### src/rtl/raycast_pkg.sv
// Shared raycasting constants: screen geometry, column widths and the frame
// sequencer state encoding that the mmap status register exposes.
package raycast_pkg;

  localparam int SCREEN_W_DEFAULT = 320;
  localparam int COL_W            = 9;
  // One extra bit so a full 512-column frame can still be counted.
  localparam int CNT_W            = COL_W + 1;

  localparam logic [2:0] ST_IDLE      = 3'd0;
  localparam logic [2:0] ST_SPRITE    = 3'd1;
  localparam logic [2:0] ST_CAST      = 3'd2;
  localparam logic [2:0] ST_WAIT_CAST = 3'd3;
  localparam logic [2:0] ST_ISSUE     = 3'd4;
  localparam logic [2:0] ST_DRAIN     = 3'd5;

  function automatic logic [CNT_W-1:0] sat_inc(
    input logic [CNT_W-1:0] cnt,
    input logic             inc,
    input logic [CNT_W-1:0] limit
  );
    logic [CNT_W-1:0] res;
    if (inc && (cnt < limit)) begin
      res = cnt + {{(CNT_W-1){1'b0}}, 1'b1};
    end else begin
      res = cnt;
    end
    return res;
  endfunction

endpackage

### src/rtl/frame_sequencer.sv
// Per-frame scheduler: sprite transform, then one ray cast per column with the
// line write of column x overlapping the cast of column x+1.
module frame_sequencer
  import raycast_pkg::*;
#(
  parameter int SCREEN_W   = SCREEN_W_DEFAULT,
  parameter bit SPRITES_EN = 1'b1
) (
  input  logic             clk,
  input  logic             rst,
  input  logic             frame_start,
  input  logic             abort,
  output logic             frame_busy,
  output logic             frame_done,
  output logic             sprite_start,
  input  logic             sprite_done,
  output logic [COL_W-1:0] cast_x,
  output logic             cast_start,
  input  logic             cast_busy,
  input  logic             cast_done,
  output logic             line_write_start,
  input  logic             line_write_ready,
  input  logic             line_write_done,
  output logic [COL_W-1:0] cols_written
);

  localparam logic [CNT_W-1:0] COLS_FULL = CNT_W'(SCREEN_W);
  localparam logic [COL_W-1:0] LAST_X    = COL_W'(SCREEN_W - 1);

  logic [2:0]       state_r, state_s;
  logic [COL_W-1:0] cast_x_r, cast_x_s;
  logic [CNT_W-1:0] cols_r, cols_s;
  logic             busy_r, busy_s;
  logic             frame_done_r, frame_done_s;
  logic             sprite_start_r, sprite_start_s;
  logic             cast_start_r, cast_start_s;
  logic             lw_start_r, lw_start_s;
  logic [2:0]       launch_state_s;
  logic             launch_pulse_s;

  // Where a cast request lands: start now if the caster is free, else wait in CAST.
  always_comb begin
    if (cast_busy) begin
      launch_state_s = ST_CAST;
      launch_pulse_s = 1'b0;
    end else begin
      launch_state_s = ST_WAIT_CAST;
      launch_pulse_s = 1'b1;
    end
  end

  // Next-state, next-counter and next-pulse decisions.
  always_comb begin
    state_s        = state_r;
    cast_x_s       = cast_x_r;
    cols_s         = sat_inc(cols_r, line_write_done, COLS_FULL);
    sprite_start_s = 1'b0;
    cast_start_s   = 1'b0;
    lw_start_s     = 1'b0;
    frame_done_s   = 1'b0;
    if (abort) begin
      state_s = ST_IDLE;
    end else begin
      case (state_r)
        ST_IDLE: begin
          // A request coinciding with the done pulse belongs to the old frame.
          if (frame_start && !frame_done_r) begin
            cast_x_s = {COL_W{1'b0}};
            cols_s   = {CNT_W{1'b0}};
            if (SPRITES_EN) begin
              sprite_start_s = 1'b1;
              state_s        = ST_SPRITE;
            end else begin
              state_s      = launch_state_s;
              cast_start_s = launch_pulse_s;
            end
          end else begin
            state_s = ST_IDLE;
          end
        end
        ST_SPRITE: begin
          if (sprite_done) begin
            state_s      = launch_state_s;
            cast_start_s = launch_pulse_s;
          end else begin
            state_s = ST_SPRITE;
          end
        end
        ST_CAST: begin
          state_s      = launch_state_s;
          cast_start_s = launch_pulse_s;
        end
        ST_WAIT_CAST: begin
          if (cast_done) begin
            state_s    = ST_ISSUE;
            lw_start_s = line_write_ready;
          end else begin
            state_s = ST_WAIT_CAST;
          end
        end
        ST_ISSUE: begin
          // cast_x only moves once the line writer has latched this column.
          if (lw_start_r) begin
            if (cast_x_r == LAST_X) begin
              state_s = ST_DRAIN;
            end else begin
              cast_x_s     = cast_x_r + {{(COL_W-1){1'b0}}, 1'b1};
              state_s      = launch_state_s;
              cast_start_s = launch_pulse_s;
            end
          end else if (line_write_ready) begin
            lw_start_s = 1'b1;
          end else begin
            state_s = ST_ISSUE;
          end
        end
        ST_DRAIN: begin
          if (cols_s == COLS_FULL) begin
            frame_done_s = 1'b1;
            state_s      = ST_IDLE;
          end else begin
            state_s = ST_DRAIN;
          end
        end
        default: begin
          state_s = ST_IDLE;
        end
      endcase
    end
    busy_s = (state_s != ST_IDLE);
  end

  // State, counters and output pulse registers.
  always_ff @(posedge clk) begin
    if (rst) begin
      state_r        <= ST_IDLE;
      cast_x_r       <= {COL_W{1'b0}};
      cols_r         <= {CNT_W{1'b0}};
      busy_r         <= 1'b0;
      frame_done_r   <= 1'b0;
      sprite_start_r <= 1'b0;
      cast_start_r   <= 1'b0;
      lw_start_r     <= 1'b0;
    end else begin
      state_r        <= state_s;
      cast_x_r       <= cast_x_s;
      cols_r         <= cols_s;
      busy_r         <= busy_s;
      frame_done_r   <= frame_done_s;
      sprite_start_r <= sprite_start_s;
      cast_start_r   <= cast_start_s;
      lw_start_r     <= lw_start_s;
    end
  end

  assign frame_busy       = busy_r;
  assign frame_done       = frame_done_r;
  assign sprite_start     = sprite_start_r;
  assign cast_start       = cast_start_r;
  assign line_write_start = lw_start_r;
  assign cast_x           = cast_x_r;
  assign cols_written     = cols_r[COL_W-1:0];

endmodule
### config.mk
export PLATFORM = sky130hd
export DESIGN_NAME = frame_sequencer
export DESIGN_NICKNAME = d
export VERILOG_FILES = /design/src/rtl/raycast_pkg.sv /design/src/rtl/frame_sequencer.sv
export SDC_FILE = /design/constraint.sdc
export NUM_CORES = 1
export LEC_CHECK = 0
export ABC_CLOCK_PERIOD_IN_PS = 4740
export BUFFER_PORTS_ARGS = -buffer_cell sky130_fd_sc_hd__buf_2
export CORE_MARGIN = 5
export CORE_UTILIZATION = 47
export CTS_CLUSTER_SIZE = 30
export DETAILED_ROUTE_END_ITERATION = 12
export PLACE_DENSITY = 0.82
export SLEW_MARGIN = 20
export SYNTH_ARGS = -nofsm -noshare
export SYNTH_HDL_FRONTEND = slang
export SYNTH_SLANG_ARGS = --single-unit
### constraint.sdc
create_clock -name clk -period 4.74 [get_ports clk]
set_clock_uncertainty 0.1 [all_clocks]
set_input_delay 0.237 -clock clk [delete_from_list [all_inputs] [get_ports clk]]
set_output_delay 0.237 -clock clk [all_outputs]
set_load 0.05 [all_outputs]
# After elaboration in Yosys (flattened, before gate mapping)
# Index checks and enable logic that the tools add are counted.
# classes
n_addsub	2
n_lt_le_gt_ge	1
n_eq_ne	10
muxes	29
n_bitwise	3
n_reduce_logical	10
# ops
op	count
2-to-1 mux 10 bit	4
2-to-1 mux 9 bit	3
2-to-1 mux 3 bit	7
case mux 3 bit (6 select lines)	1
case mux 9 bit (2 select lines)	1
2-to-1 mux 1 bit	11
adder 10 x 1 -> 10 bit, second input constant	1
equality test 10 x 9 -> 1 bit, second input constant	1
< comparator 10 x 9 -> 1 bit, second input constant	1
adder 9 x 1 -> 9 bit, second input constant	1
equality test 9 bit, second input constant	1
equality test 3 x 2 -> 1 bit, second input constant	2
equality test 3 bit, second input constant	2
inequality test 2 bit, second input constant	3
OR reduction 3 bit	2
AND reduction 5 bit	1
equality test 3 x 1 -> 1 bit, second input constant	1
logical NOT 3 bit	1
inverter 1 bit	3
case mux 1 bit (3 select lines)	1
nonzero test 3 bit	1
logical AND 1 bit	2
case mux 1 bit (2 select lines)	1
nonzero test 2 bit	1
other kinds (2)	2
# word_totals
reg_bits	27
input_bits	9
out_inout_bits	23

# Longest topological paths before layout
# Gate-level depths: netlist (run 1).
# depth
depth_word	8
depth_mapped	7
depth_no_buf	6

# Worst setup path after synthesis (run 1)
# No wires, ideal clock.
# synth_path
path_type	register -> register
startpoint	register cast_x_r[6] (netlist: cast_x[6])
endpoint	register cast_x_r[7] (netlist: cast_x[7])
setup_time_ns	0.117
arrival_ns	1.746
t_required_ns	4.523
setup_slack_ns	2.777
stages_incl_launch_ff	6
path_buffers	0
period_less_slack_ns	1.963
path_cell_list	dfxtp_1 -> nor2_1 -> a41o_4 -> a2111oi_2 -> xnor2_1 -> nor2_1
# synth_via
elab_chain_len	4
# synth_lines
item	line	rtl
start: declaration	frame_sequencer.sv:31	logic [COL_W-1:0] cast_x_r, cast_x_s;
start signal: assignment	frame_sequencer.sv:137	cast_x_r <= {COL_W{1'b0}};
start signal: assignment	frame_sequencer.sv:146	cast_x_r <= cast_x_s;
adder 9 x 1 -> 9 bit	frame_sequencer.sv:107	cast_x_s = cast_x_r + {{(COL_W-1){1'b0}}, 1'b1};
2-to-1 mux 9 bit	frame_sequencer.sv:104	if (cast_x_r == LAST_X) begin
2-to-1 mux 9 bit	frame_sequencer.sv:103	if (lw_start_r) begin
case mux 9 bit (2 select lines)	frame_sequencer.sv:64	case (state_r)
# Several ways; a longest one is shown, not always the timed one. The select of a mux whose other input is x is not followed.
# A chain may end at the register's enable or synchronous reset.

# Worst setup path in the final report (run 1)
# layout_path
startpoint	register cols_r[0]
endpoint	register frame_done_r (netlist: frame_done)
# layout_via
elab_chain_len	5
# layout_lines
item	line	rtl
start: declaration	frame_sequencer.sv:32	logic [CNT_W-1:0] cols_r, cols_s;
start signal: assignment	frame_sequencer.sv:138	cols_r <= {CNT_W{1'b0}};
start signal: assignment	frame_sequencer.sv:147	cols_r <= cols_s;
< comparator 10 x 9 -> 1 bit	raycast_pkg.sv:23	if (inc && (cnt < limit)) begin
logical AND 1 bit	raycast_pkg.sv:23	
2-to-1 mux 10 bit (*)	raycast_pkg.sv:23	
equality test 10 x 9 -> 1 bit (*)	frame_sequencer.sv:118	if (cols_s == COLS_FULL) begin
2-to-1 mux 1 bit (*)	frame_sequencer.sv:118	
end signal: assignment	frame_sequencer.sv:149	frame_done_r <= frame_done_s;
end: declaration	frame_sequencer.sv:34	logic frame_done_r, frame_done_s;
# Mark *: on every way between the ends. The rest lies on a longest branch, timed or not.

==> results.md, run 1 <==
- Status: completed
- Initial antenna violation count: 0
- Crit-path cells: ha_1, or3b_1, o21ai_0, a21oi_1, nor4_2, nor2b_1
- CTS tree: built
- Worst Hold Launch: abort
- Fmax: around 460 MHz
- Post CTS Setup Buffer Count: 0
- Proportion of layout cells with a drive suffix above 1: a little under a quarter
- RePlAce Congestion: 0.9025
- Unrepaired setup endpoints after global routing: no
- Flops & latches, synth: 27
- Clock sink total: 27
- Antenna viol nets, final: 0
- DP HPWL: between 2000 and 2500 um
- Final Util: a little over half
- Residual DRC count: 0
- Die Wd: 67.15 um
- Worst-case hold slack: about 11 ps
- # resized after CTS: 0
- Final setup viols: 0
- Final setup TNS: 0 ps
- WP buf/inv: 0
- Largest net degree at the start of global routing: 18
- Worst-skew pair later-pin latency: between 300 and 400 ps
- Fillers: around 320
- First-pass GRT wire length: about 5000 um
- Die Ht: roughly 67 um
- Final nets: 210
- Gr usage total: roughly 14%
- FF/Latch Area: approximately 540 um^2
- Slew headroom: 39.18%
- Critical path's top delay family: simple AND/OR/NAND/NOR gates
- Yosys warns: 0
- CTS buffer count: 3
- Gr ovfl total: 0
- Fin. Hold Viols: 0
- Core box area: 3103 um^2
- Worst-Margin Slew: roughly 910 ps
- Max VDD drop: ~0.16 mV
- Hold Crit Endpoint: line_write_start$_SDFF_PP0_
- Max Cap Viol: 0
- Layout overhead on the synthesized area: 8.150%
- I/O pin count: 32
- Max FO, Critical Path: 11
- Worst-path clk slew: 140 ps
- Syn Inst Count: 180
- Most common cell after layout, fill and taps aside: buf_2
- Die ar.: 4509 um^2
- R2r setup slk: 2550 ps
- Avg Inst Size Synth: 8.529 um^2
- FF-to-FF Start: cols_r[0]$_SDFF_PP0_
- PortBufs: 31
- Final WS setup: around 2600 ps
- Crit path largest cell delay: between 400 and 500 ps
- Dpl ws: approximately 2600 ps
- Number of flops mapped to enable cells by yosys: 0
- Post-synth ARST share: 0%
- ANT cells: 0
- Tmin final: 2187 ps
- Worst r2r path cells: 6
- Cell row count: 20
- Register area share after synthesis: 35.21%
- Htree depth: 1
- Critical path arrival: roughly 2400 ps
- Slowest-stage cell, CP: dfxtp_1
- Power, Total: 0.3707 mW
- Post-synth net total: between 150 and 200
- Yosys cell types: 46
- Vias after detailed routing: 1327
- Vias in the first global route: around 1100
- CTS Root Cell: clkbuf_4
- Req. time, crit path: just under 5000 ps
- Tcrit/Tclk final: approximately 46%
- Worst Hold Class: in2reg
- Synthesized area: between 1500 and 2000 um^2
- Most frequent cells in the layout: 31 x buf_2, 27 x dfxtp_1, 17 x nor2_1, 10 x a21oi_1
- Slew Viols, Final: 0
- Leak: 0.6261 nW
- DRT iter0 DRCs: 152
- Starting Density: roughly half
- Worst setup EP type: register
- Power Density: 223.2 nW/um^2
- Crit path launch type: register
- Drt first pass iters: 4
- Main synth FF type: dfxtp_1
- Hold Path Cell Cnt: 2
- Routed len/inst: around 12 um
- Multi-input gate area: between 800 and 900 um^2
- Final WL: between 3000 and 4000 um
- Vias per inst: approximately 5.5
- Crit Path Category: reg2reg
- Worst-case clock buffer depth: 2
- RR Endpoint: frame_done$_SDFF_PP0_
- Hold Buf Count CTS: 0
-- logic make-up (layout without fill, tap and decap cells) --
group,after synthesis,after routing,share of synthesized area (%)
XOR/XNOR,15,15,8.558
multiplexers,1,1,0.6520
flip-flops,27,27,35.21
adder cells (fa/ha/maj),2,2,1.630
AND/OR/NAND/NOR,67,67,23.63
AO/OA/AOI/OAI,43,43,20.78
buffers and inverters,25,43,9.535
-- synthesized netlist by cell type (6+ instances only) --
cell type  count  area share, %
nand2_1        9            2.2
a21oi_1       10            3.3
xnor2_1        8            4.6
buf_4         10            4.9
nor2b_1        6            2.4
nor2_1        17            4.2
xor2_1         7            4.0
nand3_1        9            2.9
dfxtp_1       27             35
o21ai_0        6            2.0
buf_2          6            2.0
inv_1          6            1.5
-- how the worst max path moves through the flow --
| stage | from | end | cells after the start |
|---|---|---|---|
| 2_1_floorplan | cast_x[6]$_SDFFE_PP0P_ | cast_x[7]$_SDFFE_PP0P_ | 5 |
| 6_report | cols_r[0]$_SDFF_PP0_ | frame_done$_SDFF_PP0_ | 6 |
| 3_3_place_gp | cols_r[0]$_SDFF_PP0_ | frame_done$_SDFF_PP0_ | 6 |
| 5_1_grt | cols_r[0]$_SDFF_PP0_ | frame_done$_SDFF_PP0_ | 6 |
| 3_5_place_dp | cols_r[0]$_SDFF_PP0_ | frame_done$_SDFF_PP0_ | 6 |
| 4_1_cts | cols_r[0]$_SDFF_PP0_ | frame_done$_SDFF_PP0_ | 6 |
-- state kept, by name, summed over array words and instances, names as in the netlist --
| register | count |
|---|---|
| frame_done | 1 |
| sprite_start | 1 |
| cast_start | 1 |
| cols_r | 10 |
| frame_busy | 1 |
| state_r | 3 |
| cast_x | 9 |
| line_write_start | 1 |
-- metal layers --
metal  global-route usage, %  share of wire [%]
met1                   18.06                 47
met2                   23.31                 46
met3                   3.161                6.4
met4                   2.532               0.63
met5                       0                  0
-- power breakdown --
| part | internal [mW] | total (mW) | switching, mW | leakage (nW) |
|---|---|---|---|---|
| Sequential | 0.230 | 0.234 | 0.00386 | 0.218 |
| Combinational | 0.0123 | 0.0373 | 0.0250 | 0.390 |
| Clock | 0.0317 | 0.0996 | 0.0679 | 0.0177 |
-- final cells by class --
type                       instances  share of cell area (%)
sequential                        27                   32.55
tap                               44                   3.316
clock buffer                       3                   1.356
clock inverter                     1                  0.3014
timing repair buffer              32                   9.797
inverter                           7                   1.583
multi-input combinational        128                   51.09
-- per-stage QoR --
stage	instances	instance area (um^2)
final	242	1660
after floorplan	180	1535
after detailed placement	238	1633
after CTS	242	1660
after global placement	238	1633
after global routing	242	1660
Note: power is estimated with default switching activity, not from simulation.
==> inputs of run 2 (changes only) <==
--- a/config.mk
+++ b/config.mk
@@ -5,13 +5,13 @@
 export SDC_FILE = /design/constraint.sdc
 export NUM_CORES = 1
 export LEC_CHECK = 0
-export ABC_CLOCK_PERIOD_IN_PS = 4740
+export ABC_CLOCK_PERIOD_IN_PS = 1900
 export BUFFER_PORTS_ARGS = -buffer_cell sky130_fd_sc_hd__buf_2
 export CORE_MARGIN = 5
 export CORE_UTILIZATION = 47
 export CTS_CLUSTER_SIZE = 30
 export DETAILED_ROUTE_END_ITERATION = 12
-export PLACE_DENSITY = 0.82
+export PLACE_DENSITY = 0.85
 export SLEW_MARGIN = 20
 export SYNTH_ARGS = -nofsm -noshare
 export SYNTH_HDL_FRONTEND = slang
==> constraint.sdc (replaced) <==
create_clock -name clk -period 1.9 [get_ports clk]
set_clock_uncertainty 0.1 [all_clocks]
set_input_delay 0.095 -clock clk [delete_from_list [all_inputs] [get_ports clk]]
set_output_delay 0.095 -clock clk [all_outputs]
set_load 0.05 [all_outputs]
==> run 2 against run 1 <==
Net effect: clock-buffer cell count grew 1; routed wire length increased by 11%; maximum frequency is 15% higher; non-clock buffer count is 18 higher; critical endpoint unchanged; largest cell class unchanged; largest power group unchanged.
==> results.md, run 2 (synthesis results as in run 1) <==
- Status: completed
- Crit path launch type: register
- FF/Latch Area: 548.0 um^2 (+1.4%)
- Proportion of layout cells with a drive suffix above 1: 33.80% (+11 points)
- Drt first pass iters: 4 (unchanged)
- Worst setup EP type: register
- Initial antenna violation count: 0 (unchanged)
- Max VDD drop: 0.3126 mV (+97%)
- CTS buffer count: 3 (unchanged)
- Dpl ws: 80.02 ps (-2505 ps)
- Most frequent cells in the layout: 31 x buf_2, 21 x dfxtp_1, 17 x nor2_1, 14 x buf_4
- Leak: 0.7174 nW (+15%)
- Crit Path Category: reg2reg
- Worst-Margin Slew: 541.6 ps (-364.6 ps)
- Worst Hold Class: in2reg
- Routed len/inst: 12.88 um (+3.1%)
- Vias in the first global route: 1268 (+12%)
- CTS tree: built
- Final WS setup: 6.520 ps (-2547 ps)
- DP HPWL: 2429 um (+8.1%)
- CTS Root Cell: clkbuf_4
- Die Wd: 67.15 um (unchanged)
- Worst-case clock buffer depth: 2 (unchanged)
- PortBufs: 31 (unchanged)
- Max reg flops: 10 (unchanged)
- Core box area: 3103 um^2 (unchanged)
- Max FO, Critical Path: 6 (-5)
- Fmax: 528.1 MHz (+15%)
- Final instance area: 1858 um^2 (+12%)
- Multi-input gate area: 890.9 um^2 (+5.0%)
- Cell row count: 20 (unchanged)
- Tcrit/Tclk final: 99.66% (+54 points)
- Antenna viol nets, final: 0 (unchanged)
- Clock sink total: 27 (unchanged)
- First-pass GRT wire length: 5368 um (+7.6%)
- Fin. Hold Viols: 0 (unchanged)
- Top reg by flops: cols_r
- Worst-skew pair later-pin latency: 330 ps (about the same)
- RePlAce Congestion: 0.9026 (about the same)
- Gr usage total: 15.26% (+1.5 points)
- DRT iter0 DRCs: 123 (-19%)
- Fin cells: 260 (+7.4%)
- Placed cell area: 1734 um^2 (+6.2%)
- Layout overhead on the synthesized area: 21.03%
- DP Cell Count: 251 (+5.5%)
- Crit-path cells: buf_6, or4_4, a21oi_2, a41oi_2, nor4_2, buf_4, nor2b_1
- Starting Density: 49.48% (unchanged)
- Fillers: 305 (-3.8%)
- Tmin final: 1893 ps (-293.0 ps)
- Max Cap Viol: 0 (unchanged)
- Residual DRC count: 0 (unchanged)
- WP buf/inv: 2 (+2)
- Worst-path clk slew: 140 ps (about the same)
- Htree depth: 1 (unchanged)
- Vias after detailed routing: 1395 (+5.1%)
- Die ar.: 4509 um^2 (unchanged)
- Final setup viols: 0 (unchanged)
- Most common cell after layout, fill and taps aside: buf_2
- Critical path's top delay family: simple AND/OR/NAND/NOR gates
- Final WL: 3350 um (+11%)
- Slowest-stage cell, CP: or4_4
- Power, Total: 0.9644 mW (+160%)
- I/O pin count: 32 (unchanged)
- Slew Viols, Final: 0 (unchanged)
- Power Density: 519.0 nW/um^2 (+130%)
- Slew headroom: 63.89% (+25 points)
- Gr ovfl total: 0 (unchanged)
- Die Ht: 67.15 um (unchanged)
- Final nets: 228 (+8.6%)
- Req. time, crit path: 2080 ps (-2830 ps)
- Vias per inst: 5.365 (-2.2%)
- Critical path arrival: 2070 ps (-290 ps)
- Largest net degree at the start of global routing: 15 (-3)
- ANT cells: 0 (unchanged)
- Crit path largest cell delay: 470 ps (about the same)
## run 2: stage by stage
| step | hold WS [ps] | TNS (ps) | util [%] |
|---|---|---|---|
| after detailed placement | 222.9 | 0 | 55.89 |
| after CTS | 110.8 | 0 | 58.02 |
| final | 115.1 | 0 | 59.88 |
| after floorplan | 56.65 | 0 | - |
| after global placement | 221.6 | 0 | 55.89 |
| after global routing | 117.7 | -289.4 | 59.88 |
## run 2: final cells by class
cell class              count  area share [%]
multi-input cells         128           47.95
flip-flops and latches     27           29.50
repair buffers             50           16.77
well taps                  44           2.963
clock buffers               4           1.414
inverters                   7           1.414
## run 2: worst reg2reg max path, delay by kind of cell, from the launching register on
kind / cells / cell delay [ps]
and+or+nand+nor: 3 / 900
DFF: 1 / 350
buffers and inverters: 2 / 290
AOI/OAI and AO/OA: 2 / 200
## run 2: path summary, 6_finish.rpt
kind                                            from                    end  slack, ps  depth (start not counted)
worst min-delay path                     sprite_done  state_r[1]$_SDFF_PP0_        120                          4
worst max-delay path            cols_r[1]$_SDFF_PP0_  frame_done$_SDFF_PP0_          7                          7
worst min register to register  cols_r[9]$_SDFF_PP0_   cols_r[9]$_SDFF_PP0_        370                          2
worst max register to register  cols_r[1]$_SDFF_PP0_  frame_done$_SDFF_PP0_          7                          7
## run 2: layer usage
metal	part of all wire, %	track usage (%)	wire length, um	up-vias
met5	0	0	0	-
met4	0.84	3.797	28	0
met3	4.5	3.993	150	5
met2	51	27.85	1712	32
met1	44	17.55	1459	644
li1	-	-	-	714
## run 2: report_power, final
group	total, mW	internal [mW]	switching (mW)
logic	0.130	0.0538	0.0760
registers	0.578	0.574	0.00380
clock network	0.257	0.0824	0.174
total	0.964	0.710	0.254
## run 2: repair_timing
item                                    CTS  global route
hold buffers                              4             0
endpoints found under the hold margin     6             0
setup buffers                             0             1
resized for setup                         0            13
endpoints found under the setup margin    0            11
